$ cat src/rtl/pipe_hazard_ctl.sv
// ---------------------------------------------------------------------------
// pipe_hazard_ctl
//
// Hazard controller for a classic five-stage MIPS-style integer pipeline.
// It owns the EX, MEM and WB instruction registers. Each cycle it decides
// whether the pipeline advances, inserts a bubble into EX, or holds EX/MEM
// while a multi-cycle load occupies the MEM stage. It also selects the
// bypass source for both EX operands.
//
// Parameters
//   REG_AW    register-address width (only 5 is accepted)
//   MEM_LAT   cycles a lw spends in MEM (1..4); 1 means a single-cycle load
//
// Ports
//   clk        single clock, all state updates on the rising edge
//   rst        synchronous active-high reset
//   instr_id   instruction currently in ID
//   stall      freeze PC and IF/ID register (combinational)
//   instr_ex   registered instruction in EX
//   instr_mem  registered instruction in MEM
//   instr_wb   registered instruction in WB
//   fwd_a      EX rs source: 00 regfile, 01 MEM result, 10 WB result
//   fwd_b      EX rt source: 00 regfile, 01 MEM result, 10 WB result
//
// Configuration macro
//   HAZARD_FWD_EN  defined   -> bypassing active, only load-use stalls
//                  undefined -> fwd_a/fwd_b tied to 00, and ID stalls while
//                               any producer of its sources sits in EX or MEM
// ---------------------------------------------------------------------------
module pipe_hazard_ctl #(
    parameter int REG_AW  = 5,
    parameter int MEM_LAT = 1
) (
    input  logic        clk,
    input  logic        rst,
    input  logic [31:0] instr_id,
    output logic        stall,
    output logic [31:0] instr_ex,
    output logic [31:0] instr_mem,
    output logic [31:0] instr_wb,
    output logic [1:0]  fwd_a,
    output logic [1:0]  fwd_b
);

    // Reject configurations this generation does not support.
    if (REG_AW != 5) begin : gBadRegAw
        $error("pipe_hazard_ctl: REG_AW must be 5");
    end
    if (MEM_LAT < 1 || MEM_LAT > 4) begin : gBadMemLat
        $error("pipe_hazard_ctl: MEM_LAT must be in 1..4");
    end

    // Primary opcodes
    localparam logic [5:0] OP_RTYPE = 6'h00;
    localparam logic [5:0] OP_J     = 6'h02;
    localparam logic [5:0] OP_JAL   = 6'h03;
    localparam logic [5:0] OP_BEQ   = 6'h04;
    localparam logic [5:0] OP_ADDI  = 6'h08;
    localparam logic [5:0] OP_ADDIU = 6'h09;
    localparam logic [5:0] OP_ANDI  = 6'h0C;
    localparam logic [5:0] OP_ORI   = 6'h0D;
    localparam logic [5:0] OP_LUI   = 6'h0F;
    localparam logic [5:0] OP_LW    = 6'h23;
    localparam logic [5:0] OP_SW    = 6'h2B;

    // R-type function codes
    localparam logic [5:0] FN_SLL  = 6'h00;
    localparam logic [5:0] FN_JR   = 6'h08;
    localparam logic [5:0] FN_ADDU = 6'h21;
    localparam logic [5:0] FN_SUBU = 6'h23;
    localparam logic [5:0] FN_XOR  = 6'h26;
    localparam logic [5:0] FN_SLT  = 6'h2A;

    // Extra MEM cycles a load needs beyond the first one.
    localparam logic [1:0] LOAD_CNT = 2'(MEM_LAT - 1);

    typedef logic [REG_AW-1:0] regAddr_t;

    // Register usage of one instruction.
    typedef struct packed {
        logic     wr;
        regAddr_t dst;
        logic     rdRs;
        logic     rdRt;
        regAddr_t rs;
        regAddr_t rt;
        logic     isLoad;
    } decode_t;

    // Pipeline action for the coming clock edge.
    typedef enum logic [1:0] {
        ACT_ADVANCE,
        ACT_BUBBLE,
        ACT_HOLD
    } action_t;

    // Extract which registers an instruction reads and writes. Anything that
    // targets $0 is not treated as a writer, which also makes the all-zero
    // word (sll $0,$0,0) a harmless nop.
    function automatic decode_t decode(input logic [31:0] ins);
        decode_t d;
        logic [5:0] op;
        logic [5:0] fn;
        op     = ins[31:26];
        fn     = ins[5:0];
        d      = '0;
        d.rs   = ins[25:21];
        d.rt   = ins[20:16];
        case (op)
            OP_RTYPE: begin
                d.wr   = (fn != FN_JR);
                d.dst  = ins[15:11];
                d.rdRs = (fn != FN_SLL);
                d.rdRt = (fn == FN_ADDU) || (fn == FN_SUBU) || (fn == FN_SLT) ||
                         (fn == FN_SLL)  || (fn == FN_XOR);
            end
            OP_LW: begin
                d.wr     = 1'b1;
                d.dst    = ins[20:16];
                d.rdRs   = 1'b1;
                d.isLoad = 1'b1;
            end
            OP_ORI, OP_ADDI, OP_ADDIU, OP_ANDI: begin
                d.wr   = 1'b1;
                d.dst  = ins[20:16];
                d.rdRs = 1'b1;
            end
            OP_LUI: begin
                d.wr  = 1'b1;
                d.dst = ins[20:16];
            end
            OP_JAL: begin
                d.wr  = 1'b1;
                d.dst = regAddr_t'(5'd31);
            end
            OP_J: begin
                d.wr = 1'b0;
            end
            OP_SW, OP_BEQ: begin
                d.rdRs = 1'b1;
                d.rdRt = 1'b1;
            end
            default: begin
                d.rdRs = 1'b1;
            end
        endcase
        if (d.dst == '0) begin
            d.wr = 1'b0;
        end
        return d;
    endfunction

    // True when consumer reads the register that producer writes.
    function automatic logic readsDst(input decode_t consumer, input decode_t producer);
        return producer.wr &&
               ((consumer.rdRs && (consumer.rs == producer.dst)) ||
                (consumer.rdRt && (consumer.rt == producer.dst)));
    endfunction

    logic [31:0] r_instrEx;
    logic [31:0] r_instrMem;
    logic [31:0] r_instrWb;
    logic [1:0]  r_memCnt;

    decode_t w_dId;
    decode_t w_dEx;
    decode_t w_dMem;
    logic    w_dataHazard;
    action_t w_action;

    assign w_dId  = decode(instr_id);
    assign w_dEx  = decode(r_instrEx);
    assign w_dMem = decode(r_instrMem);

`ifdef HAZARD_FWD_EN
    decode_t w_dWb;
    assign w_dWb = decode(r_instrWb);

    // Pick the bypass source for one EX operand. The MEM stage is the
    // youngest producer and wins over WB. A load still in MEM has no data
    // yet, so it is skipped; the load-use bubble keeps that case from ever
    // mattering for a real dependency.
    function automatic logic [1:0] fwdSel(input logic srcUsed, input regAddr_t src,
                                          input decode_t memStage, input decode_t wbStage);
        logic [1:0] sel;
        sel = 2'b00;
        if (srcUsed && memStage.wr && !memStage.isLoad && (memStage.dst == src)) begin
            sel = 2'b01;
        end else if (srcUsed && wbStage.wr && (wbStage.dst == src)) begin
            sel = 2'b10;
        end
        return sel;
    endfunction

    // With bypassing only a load directly ahead of its consumer must stall.
    assign w_dataHazard = w_dEx.isLoad && readsDst(w_dId, w_dEx);
    assign fwd_a        = fwdSel(w_dEx.rdRs, w_dEx.rs, w_dMem, w_dWb);
    assign fwd_b        = fwdSel(w_dEx.rdRt, w_dEx.rt, w_dMem, w_dWb);
`else
    // Without bypassing, ID waits until every producer of its sources has
    // reached WB, where the register file makes the value visible.
    assign w_dataHazard = readsDst(w_dId, w_dEx) || readsDst(w_dId, w_dMem);
    assign fwd_a        = 2'b00;
    assign fwd_b        = 2'b00;
`endif

    // Decide what the pipeline does at the next edge. An outstanding load in
    // MEM freezes EX and MEM outright, so no bubble is inserted during the
    // hold; data hazards are looked at again once the load is released.
    always_comb begin
        w_action = ACT_ADVANCE;
        stall    = 1'b0;
        if (r_memCnt != 2'd0) begin
            w_action = ACT_HOLD;
        end else if (w_dataHazard) begin
            w_action = ACT_BUBBLE;
        end
        stall = (w_action != ACT_ADVANCE);
    end

    // Stage registers and load-latency counter. The counter is loaded each
    // time a lw moves from EX into MEM, whether by a normal advance or
    // alongside a bubble, and counts down the extra MEM cycles.
    always_ff @(posedge clk) begin
        if (rst) begin
            r_instrEx  <= '0;
            r_instrMem <= '0;
            r_instrWb  <= '0;
            r_memCnt   <= 2'd0;
        end else begin
            case (w_action)
                ACT_HOLD: begin
                    r_instrWb <= '0;
                    r_memCnt  <= r_memCnt - 2'd1;
                end
                ACT_BUBBLE: begin
                    r_instrEx  <= '0;
                    r_instrMem <= r_instrEx;
                    r_instrWb  <= r_instrMem;
                    r_memCnt   <= w_dEx.isLoad ? LOAD_CNT : 2'd0;
                end
                default: begin
                    r_instrEx  <= instr_id;
                    r_instrMem <= r_instrEx;
                    r_instrWb  <= r_instrMem;
                    r_memCnt   <= w_dEx.isLoad ? LOAD_CNT : 2'd0;
                end
            endcase
        end
    end

    assign instr_ex  = r_instrEx;
    assign instr_mem = r_instrMem;
    assign instr_wb  = r_instrWb;

endmodule
$ cat config.mk
export PLATFORM = sky130hd
export DESIGN_NAME = pipe_hazard_ctl
export DESIGN_NICKNAME = d
export VERILOG_FILES = /design/src/rtl/pipe_hazard_ctl.sv
export SDC_FILE = /design/constraint.sdc
export NUM_CORES = 1
export LEC_CHECK = 0
export CAP_MARGIN = 20
export CORE_MARGIN = 10
export CORE_UTILIZATION = 34
export DETAILED_ROUTE_END_ITERATION = 6
export GPL_TIMING_DRIVEN = 0
export MAX_ROUTING_LAYER = met4
export SYNTH_ARGS = -nofsm -noshare
export SYNTH_HDL_FRONTEND = slang
export SYNTH_SLANG_ARGS = --single-unit
$ cat constraint.sdc
create_clock -name clk -period 4 [get_ports clk]
set_clock_uncertainty 0.15 [all_clocks]
set_input_delay 0.8 -clock clk [delete_from_list [all_inputs] [get_ports clk]]
set_output_delay 0.8 -clock clk [all_outputs]
set_load 0.02 [all_outputs]
# Word-level counts from Yosys, hierarchy flattened

Cells that the tools add are included.
Widths: inputs -> output; s select.

Register bits after elaboration: 98

Equality and inequality tests: 31
Reduce and logical (&&, ||, !) cells: 30
Bitwise operators: 1
$add $sub $neg: 1
Mux-type cells: 11

Operator list:

| cell                | number |
|---|---|
| $eq 6x4->1 const B  | 11 |
| $pmux 32 s2         | 1 |
| $eq 6x6->1 const B  | 7 |
| $pmux 5 s3          | 2 |
| $eq 6x2->1 const B  | 4 |
| $logic_not 6->1     | 4 |
| $eq 5x5->1          | 4 |
| $reduce_or 7->1     | 2 |
| $ne 6x4->1 const B  | 2 |
| $reduce_or 6->1     | 2 |
| $logic_not 5->1     | 2 |
| $pmux 1 s2          | 4 |
| $logic_or 1x1->1    | 7 |
| $eq 6x3->1 const B  | 1 |
| $logic_and 1x1->1   | 6 |
| $reduce_bool 6->1   | 1 |
| $reduce_or 2->1     | 3 |
| $reduce_bool 2->1   | 2 |
| $mux 1              | 3 |
| $reduce_or 3->1     | 1 |
| $eq 2x1->1 const B  | 1 |
| $eq 2x2->1 const B  | 1 |
| $mux 2              | 1 |
| $sub 2x1->2 const B | 1 |
| $not 1->1           | 1 |

# Depth between registers and ports, before layout

Gate-level depths: netlist (run 1).

Word-level depth: 15
Depth in mapped cells: 10
Mapped depth without buffers: 8

# Worst setup path after synthesis (run 1)

OpenSTA, ideal clock, no wires.

Kind: input -> output
Start point: input port instr_id[27]
End point: output port stall
Data arrival time: 2632 ps
Path slack: 418 ps
Stages on the path: 8
Required time: 3050 ps
Cell sequence: or4_1 > nor3_1 > nor3b_1 > o21bai_1 > nor2b_1 > nand4_1 > a211oi_4 > or3b_1

Cells in the longest elaborated chain, start to end: 10

RTL lines:

| element                                                             | line     | RTL |
|---|---|---|
| start, declared                                                     | 36       | `input logic [31:0] instr_id,` |
| $eq 6x2->1 (tied with other cells)                                  | 109      | `case (op)` |
| $reduce_or 3->1 (no source line) or $reduce_or 2->1 (tied branches) | --       |  |
| $pmux 1 s2                                                          | 109      |  |
| $logic_and 1x1->1, on equally long branches                         | 156, 157 |  |
| $logic_or 1x1->1                                                    | 156      | `((consumer.rdRs && (consumer.rs == producer.dst)) \|\|` |
| $logic_and 1x1->1                                                   | 155      | `return producer.wr &&` |
| $logic_or 1x1->1 (*)                                                | 202      | `assign w_dataHazard = readsDst(w_dId, w_dEx) \|\| readsDst(w_dId, w_dMem);` |
| $mux 1 (*)                                                          | 215      | `end else if (w_dataHazard) begin` |
| $mux 2 (*)                                                          | 213      | `if (r_memCnt != 2'd0) begin` |
| $reduce_bool 2->1 (*)                                               | 218      | `stall = (w_action != ACT_ADVANCE);` |
| end, declared                                                       | 37       | `output logic stall,` |

Mark *: on every way between the ends. The rest lies on a longest branch, timed or not.

# Worst setup path after layout (run 1)

Start point: input port instr_id[30]
End point: output port stall

Same word-level chain as after synthesis.

==> flow_metrics.py, run 1 <==
metrics = {
    "sta": {
        "hold_ws_ps": 304,
        "max_freq_mhz": 256,
        "relSlewSlack_pct": 50.8,
        "fin_crit_sh_pct": 97.5,
        "slew_violations": 0,
        "layout_min_cycle_time_ps": 3900,
        "hold_viol_final": 0,
        "setup_viol": 0,
        "worst_pin_slew_ps": 738,
        "rsz0062_at_grt": "false",
    },
    "synthesis": {
        "synth_area_mm2": 0.00445,
        "async_reset_ff_share_pct": 0,
        "synth-edff-count": 0,
        "yosysWarnings": 0,
        "synth_ff_type": "dfxtp_1",
        "syn_inst": 465,
        "synth.yosys.seq_area_share_pct": 44.0,
        "yosysTopAreaCell": "dfxtp_1",
        "synth_area_per_cell_um2": 9.58,
        "ys_types": 68,
        "ys_ff_latch": 98,
        "synthTopCellsByArea": "dfxtp_1 (44%), o31ai_2 (8.4%), mux2i_1 (7.4%), nand2_1 (5.7%), and2_1 (4.5%)",
        "yosysTopAreaCellShare_pct": 44.0,
    },
    "die": {
        "design.portCount": 135,
        "start_util_pct": 35.0,
        "num_rows": 41,
        "fp.dieH_um": 134,
        "coreArea_mm2": 0.0127,
        "dieWidth_um": 134,
        "die_area_mm2": 0.0181,
    },
    "hold_path": {
        "min_from": "r_memCnt[0]",
        "min_to": "r_memCnt[0]",
        "hold_class": "register to register",
        "hold_depth": 1,
    },
    "global_route": {
        "overflow": 0,
        "grt_max_degree": 18,
        "track_usage_pct": 16.3,
        "antenna_found_initial": 0,
        "grt_first_pass_wirelength_um": 22500,
        "grt_pass1_vias": 3964,
    },
    "placed_design": {
        "port_buffers": 129,
        "gp_congestion": 0.878,
        "placed_cell_area_mm2": 0.00597,
        "dp_hpwl_um": 11400,
    },
    "final_layout": {
        "drive_above_1_share_pct": 15.0,
        "area_delta_synth_final_pct": 43.2,
        "most-common-layout-cells": "clkdlybuf4s50_1 (118), dfxtp_1 (97), nand2_1 (68)",
        "nFillCells": 1259,
        "stdcell_area_mm2": 0.00638,
        "final_common_cell": "clkdlybuf4s50_1",
        "diodes": 0,
        "fin_nets": 645,
    },
    "clocking": {
        "root_buffer": "clkbuf_16",
        "clockBufferDepth": 2,
        "cts_tree": "done",
        "cts_buffers": 9,
        "clk_pin_slew_ps": 70,
        "cts_htree_levels": 3,
        "worstSkewPairLatency_ps": 350,
        "cts_sinks": 98,
        "hold_buffers": 0,
    },
    "power": {
        "irDropWorstVdd_v": 0.000225,
        "p_per_area_mw_per_mm2": 431,
        "power_leakage_nw": 2.67,
    },
    "setup_path": {
        "slowest_stage": "clkdlybuf4s50_1",
        "worstReg2RegEnd": "instr_ex[12]",
        "regToRegStartpoint": "instr_mem[29]",
        "cpPeakStageDelay_ps": 520,
        "worstPathCellList": "clkdlybuf4s50_1 -> nor2_1 -> a32oi_2 -> or4bb_1 -> o21ai_0 -> nand4_1 -> a32oi_4 -> or3b_1 -> buf_6",
        "cp-start-kind": "input pin",
        "rr_worst_depth": 10,
        "required_ps": 3050,
        "arrival_ps": 2950,
        "worstSetupPathType": "input pin to primary output",
        "end_kind": "primary output",
        "critPathMaxFanout": 4,
        "reg2reg_slack_ps": 980,
    },
    "detailed_routing": {
        "vias": 3843,
        "drt_pass1_iterations": 5,
        "ant_nets": 0,
        "viasPerCell": 4.88,
        "drt-initial-drc-count": 208,
        "wirelength_um": 14400,
        "drcViolationCount": 0,
        "routedWlPerCell_um": 18.2,
    },
    "run": {
        "cap_violations": 0,
    },
    "outcome": {
        "run_status": "finished, final reports clean",
    },
}
power by group:
part / leakage, nW / total [mW] / internal [mW] / switching (mW)
logic: 1.71 / 0.687 / 0.321 / 0.366
clock network: 0.155 / 0.902 / 0.511 / 0.391
registers: 0.806 / 1.16 / 1.06 / 0.102
total: 2.67 / 2.75 / 1.89 / 0.859
state kept, by name (all words and copies together), names as in the netlist:
register,cells
instr_mem,32
instr_wb,32
r_memCnt,2
instr_ex,32
Yosys cell counts (4+ instances only):
cell / count
a21o_1: 6
a21oi_1: 11
and2_1: 32
buf_4: 5
buf_6: 6
clkbuf_1: 15
dfxtp_1: 98
inv_1: 6
mux2i_1: 33
nand2_1: 68
nand2b_1: 7
nand4_1: 4
nor2_1: 45
nor3_1: 4
o21ai_0: 9
o31ai_2: 30
or3_1: 7
xnor2_1: 4
xor2_1: 7
worst max-delay path by stage:
| stage | depth (start not counted) | end | from | slack (ps) |
|---|---|---|---|---|
| detailed placement | 10 | stall | instr_id[29] | -1030 |
| CTS | 10 | stall | instr_id[31] | 1 |
| global route | 9 | stall | instr_ex[27] | 10 |
| floorplan | 8 | stall | instr_id[27] | 420 |
| global placement | 10 | stall | instr_id[27] | -990 |
| finish | 9 | stall | instr_id[30] | 100 |
layout make-up:
cell class                      count  area [µm²]  share of cell area, %
Multi-Input combinational cell    334        2390                   37.5
Sequential cell                    98        1960                   30.8
Timing Repair Buffer              131        1300                   20.4
Clock buffer                       10         239                   3.75
Tap cell                          172         215                   3.37
Buffer                             30         178                   2.78
Clock inverter                      6        72.6                   1.14
Inverter                            6        22.5                  0.353
worst max-delay path: cells and delay by family:
family                 cells  cell delay, ps
AOI/OAI and AO/OA          3             670
and+or+nand+nor            4             830
buffers and inverters      2             640
per-stage QoR:
step           utilization (%)  power, mW  instances  worst slack [ps]  setup TNS, ps
2_1_floorplan                -       1.55        468               418              0
3_3_place_gp              46.9       1.86        769              -992           -992
3_5_place_dp              46.9       1.87        769             -1030          -1030
4_1_cts                   49.9       2.78        787              1.39              0
5_1_grt                   50.1       2.87        787              9.96              0
6_report                  50.1       2.75        787              99.4              0
cells by family after synthesis:
| group | count (synthesis) | share of synthesized area [%] |
|---|---|---|
| AND/OR/NAND/NOR | 201 | 23.7 |
| flip-flops | 98 | 44.0 |
| AO/OA/AOI/OAI | 84 | 17.8 |
| buffers and inverters | 36 | 4.49 |
| multiplexers | 33 | 7.42 |
| XOR/XNOR | 11 | 2.16 |
| adder cells (fa/ha/maj) | 1 | 0.281 |
| other | 1 | 0.0842 |
per-layer routing:
layer / vias to the layer above / share of wire, % / global-route usage [%]
li1: 1915 / - / -
met3: 16 / 4.4 / 3.52
met5: - / 0 / -
met1: 1803 / 47 / 20.1
met2: 109 / 48 / 25.8
met4: 0 / 1.4 / 5.38
timing repair:
item / 4_1_cts / 5_1_grt
pin swaps: 9 / 6
endpoints found under the hold margin: 0 / 0
endpoints found under the setup margin: 1 / 1
resized for setup: 22 / 15
setup buffers: 2 / 0
Power figures use the tool's default switching activity.
==> inputs of run 2 (changes only) <==
--- a/config.mk
+++ b/config.mk
@@ -10,7 +10,9 @@
 export CORE_UTILIZATION = 34
 export DETAILED_ROUTE_END_ITERATION = 6
 export GPL_TIMING_DRIVEN = 0
+export HOLD_SLACK_MARGIN = 0.03
 export MAX_ROUTING_LAYER = met4
+export REMOVE_ABC_BUFFERS = 1
 export SYNTH_ARGS = -nofsm -noshare
 export SYNTH_HDL_FRONTEND = slang
 export SYNTH_SLANG_ARGS = --single-unit
==> run 2 against run 1 <==
Net effect:
- core utilization fell by 0.39 points
- maximum frequency rose by 1.1%
- sequential share of layout area rose by 0.28 points
- combinational power barely moved
- final cell count fell by 2.9%
- setup slack improved by 44 ps
- register-to-register slack got worse by 140 ps
- critical path depth rose by 1
- sequential power barely moved
- via count fell by 0.29%
- critical path type unchanged
- critical endpoint unchanged
==> flow_metrics.py, run 2 (synthesis gave the netlist of run 1 again) <==
metrics = {
    "outcome": {
        "run_status": "finished, final reports clean",
    },
    "setup_path": {
        "end_kind": "primary output",
        "cpPeakStageDelay_ps": 560,
        "slowest_stage": "or4_4",
        "critPathMaxFanout": 4,
        "worstPathCellList": "buf_2 -> or4_4 -> nor3_4 -> nor3b_2 -> o21bai_2 -> nor2b_1 -> nand4_1 -> a211oi_4 -> or3b_4 -> buf_6",
        "rr_worst_depth": 11,
        "reg2reg_slack_ps": 840,
        "arrival_ps": 2910,
        "regToRegStartpoint": "instr_mem[27]",
        "required_ps": 3050,
        "worstReg2RegEnd": "instr_ex[31]",
        "worstSetupPathType": "input pin to primary output",
        "cp-start-kind": "input pin",
    },
    "clocking": {
        "cts_htree_levels": 3,
        "cts_buffers": 9,
        "cts_tree": "done",
        "clockBufferDepth": 2,
        "root_buffer": "clkbuf_16",
        "worstSkewPairLatency_ps": 350,
        "clk_pin_slew_ps": 60,
        "hold_buffers": 0,
        "cts_sinks": 98,
    },
    "detailed_routing": {
        "ant_nets": 0,
        "drcViolationCount": 0,
        "vias": 3832,
        "routedWlPerCell_um": 17.7,
        "drt_pass1_iterations": 4,
        "drt-initial-drc-count": 169,
        "viasPerCell": 5.02,
        "wirelength_um": 13500,
    },
    "global_route": {
        "grt_pass1_vias": 3808,
        "grt_first_pass_wirelength_um": 21500,
        "grt_max_degree": 37,
        "overflow": 0,
        "antenna_found_initial": 0,
        "track_usage_pct": 15.3,
    },
    "sta": {
        "max_freq_mhz": 259,
        "rsz0062_at_grt": "false",
        "setup_viol": 0,
        "finalSetupTns_ps": 0,
        "fin_crit_sh_pct": 96.4,
        "layout_min_cycle_time_ps": 3860,
        "slew_violations": 0,
        "hold_viol_final": 0,
        "worst_pin_slew_ps": 809,
        "relSlewSlack_pct": 46.1,
    },
    "die": {
        "start_util_pct": 35.0,
        "dieWidth_um": 134,
        "coreArea_mm2": 0.0127,
        "num_rows": 41,
        "fp.dieH_um": 134,
        "design.portCount": 135,
        "die_area_mm2": 0.0181,
    },
    "power": {
        "power_leakage_nw": 2.61,
        "irDropWorstVdd_v": 0.000193,
        "p_per_area_mw_per_mm2": 420,
    },
    "placed_design": {
        "dp_cells": 747,
        "dp_hpwl_um": 10200,
        "gp_congestion": 0.826,
        "port_buffers": 130,
    },
    "hold_path": {
        "hold_class": "register to register",
        "min_from": "r_memCnt[0]",
        "min_to": "r_memCnt[0]",
        "hold_depth": 1,
    },
    "final_layout": {
        "diodes": 0,
        "final_common_cell": "clkdlybuf4s50_1",
        "fin_nets": 623,
        "nFillCells": 1273,
        "regArea_mm2": 0.00197,
        "area_delta_synth_final_pct": 42.1,
        "drive_above_1_share_pct": 17.1,
        "most-common-layout-cells": "clkdlybuf4s50_1 (116), dfxtp_1 (95), nand2_1 (68)",
        "multi_input_area_mm2": 0.00243,
        "final_util_pct": 49.8,
        "final_cells": 764,
    },
    "run": {
        "cap_violations": 0,
    },
}
==> run 2: changes by cell type in the layout (fill, tap and decap cells not counted), sizes merged <==
cell and change:
buf -4, bufinv -1, clkbuf -11, clkdlybuf4s15 +1, clkdlybuf4s50 -2, clkinvlp +1, dlygate4sd2 -2, dlymetal6s2s -3
inv -2
==> run 2: layer usage <==
layer  global-route usage (%)  part of all wire, %  vias to the layer above
met5                        -                    0                        -
li1                         -                    -                     1867
met1                     18.2                   44                     1855
met3                     3.75                  6.7                        6
met4                     5.38                 0.88                        0
met2                     24.8                   49                      104
==> run 2: power by group <==
part           total [mW]  internal (mW)  switching, mW  leakage [nW]
Combinational       0.690          0.329          0.361          1.67
Sequential           1.16           1.06         0.0936         0.806
Clock               0.812          0.452          0.361         0.138
Total                2.66           1.84          0.815          2.61
==> run 2: worst max-delay path by stage <==
stage / start / end / slack [ps] / cells after the start
after detailed placement: instr_id[29] / stall / -1320 / 10
final: instr_id[31] / stall / 140 / 10
after global placement: instr_id[29] / stall / -2470 / 10
after floorplan: instr_id[27] / stall / -670 / 8
after CTS: instr_id[31] / stall / 20 / 11
after global routing: instr_mem[31] / stall / 7 / 9
==> run 2: worst max-delay path: cells and delay by family <==
kind	cells	cell delay, ps
and+or+nand+nor	6	1400
AOI/OAI and AO/OA	2	470
buffers and inverters	2	230
==> run 2: metrics by stage <==
stage          hold slack, ps  area [µm²]  setup WS (ps)  total power, mW
2_1_floorplan             244        4290           -673             1.53
3_3_place_gp              257        5800          -2470             1.84
3_5_place_dp              275        6000          -1320             1.87
4_1_cts                   284        6360           21.0             2.69
5_1_grt                   323        6330           7.33             2.79
6_report                  284        6330            144             2.66
==> run 2: area by class of cell <==
class	count	area share, %
Clock buffer	11	3.99
Clock inverter	4	0.415
Inverter	6	0.356
Multi-Input combinational cell	334	38.3
Sequential cell	98	31.1
Tap cell	172	3.40
Timing Repair Buffer	139	22.5
==> run 2: repair_timing <==
item,CTS,global route
buffers inserted,4,0
gates resized for setup,41,21
pin swaps,13,9
endpoints found under the setup margin,1,1
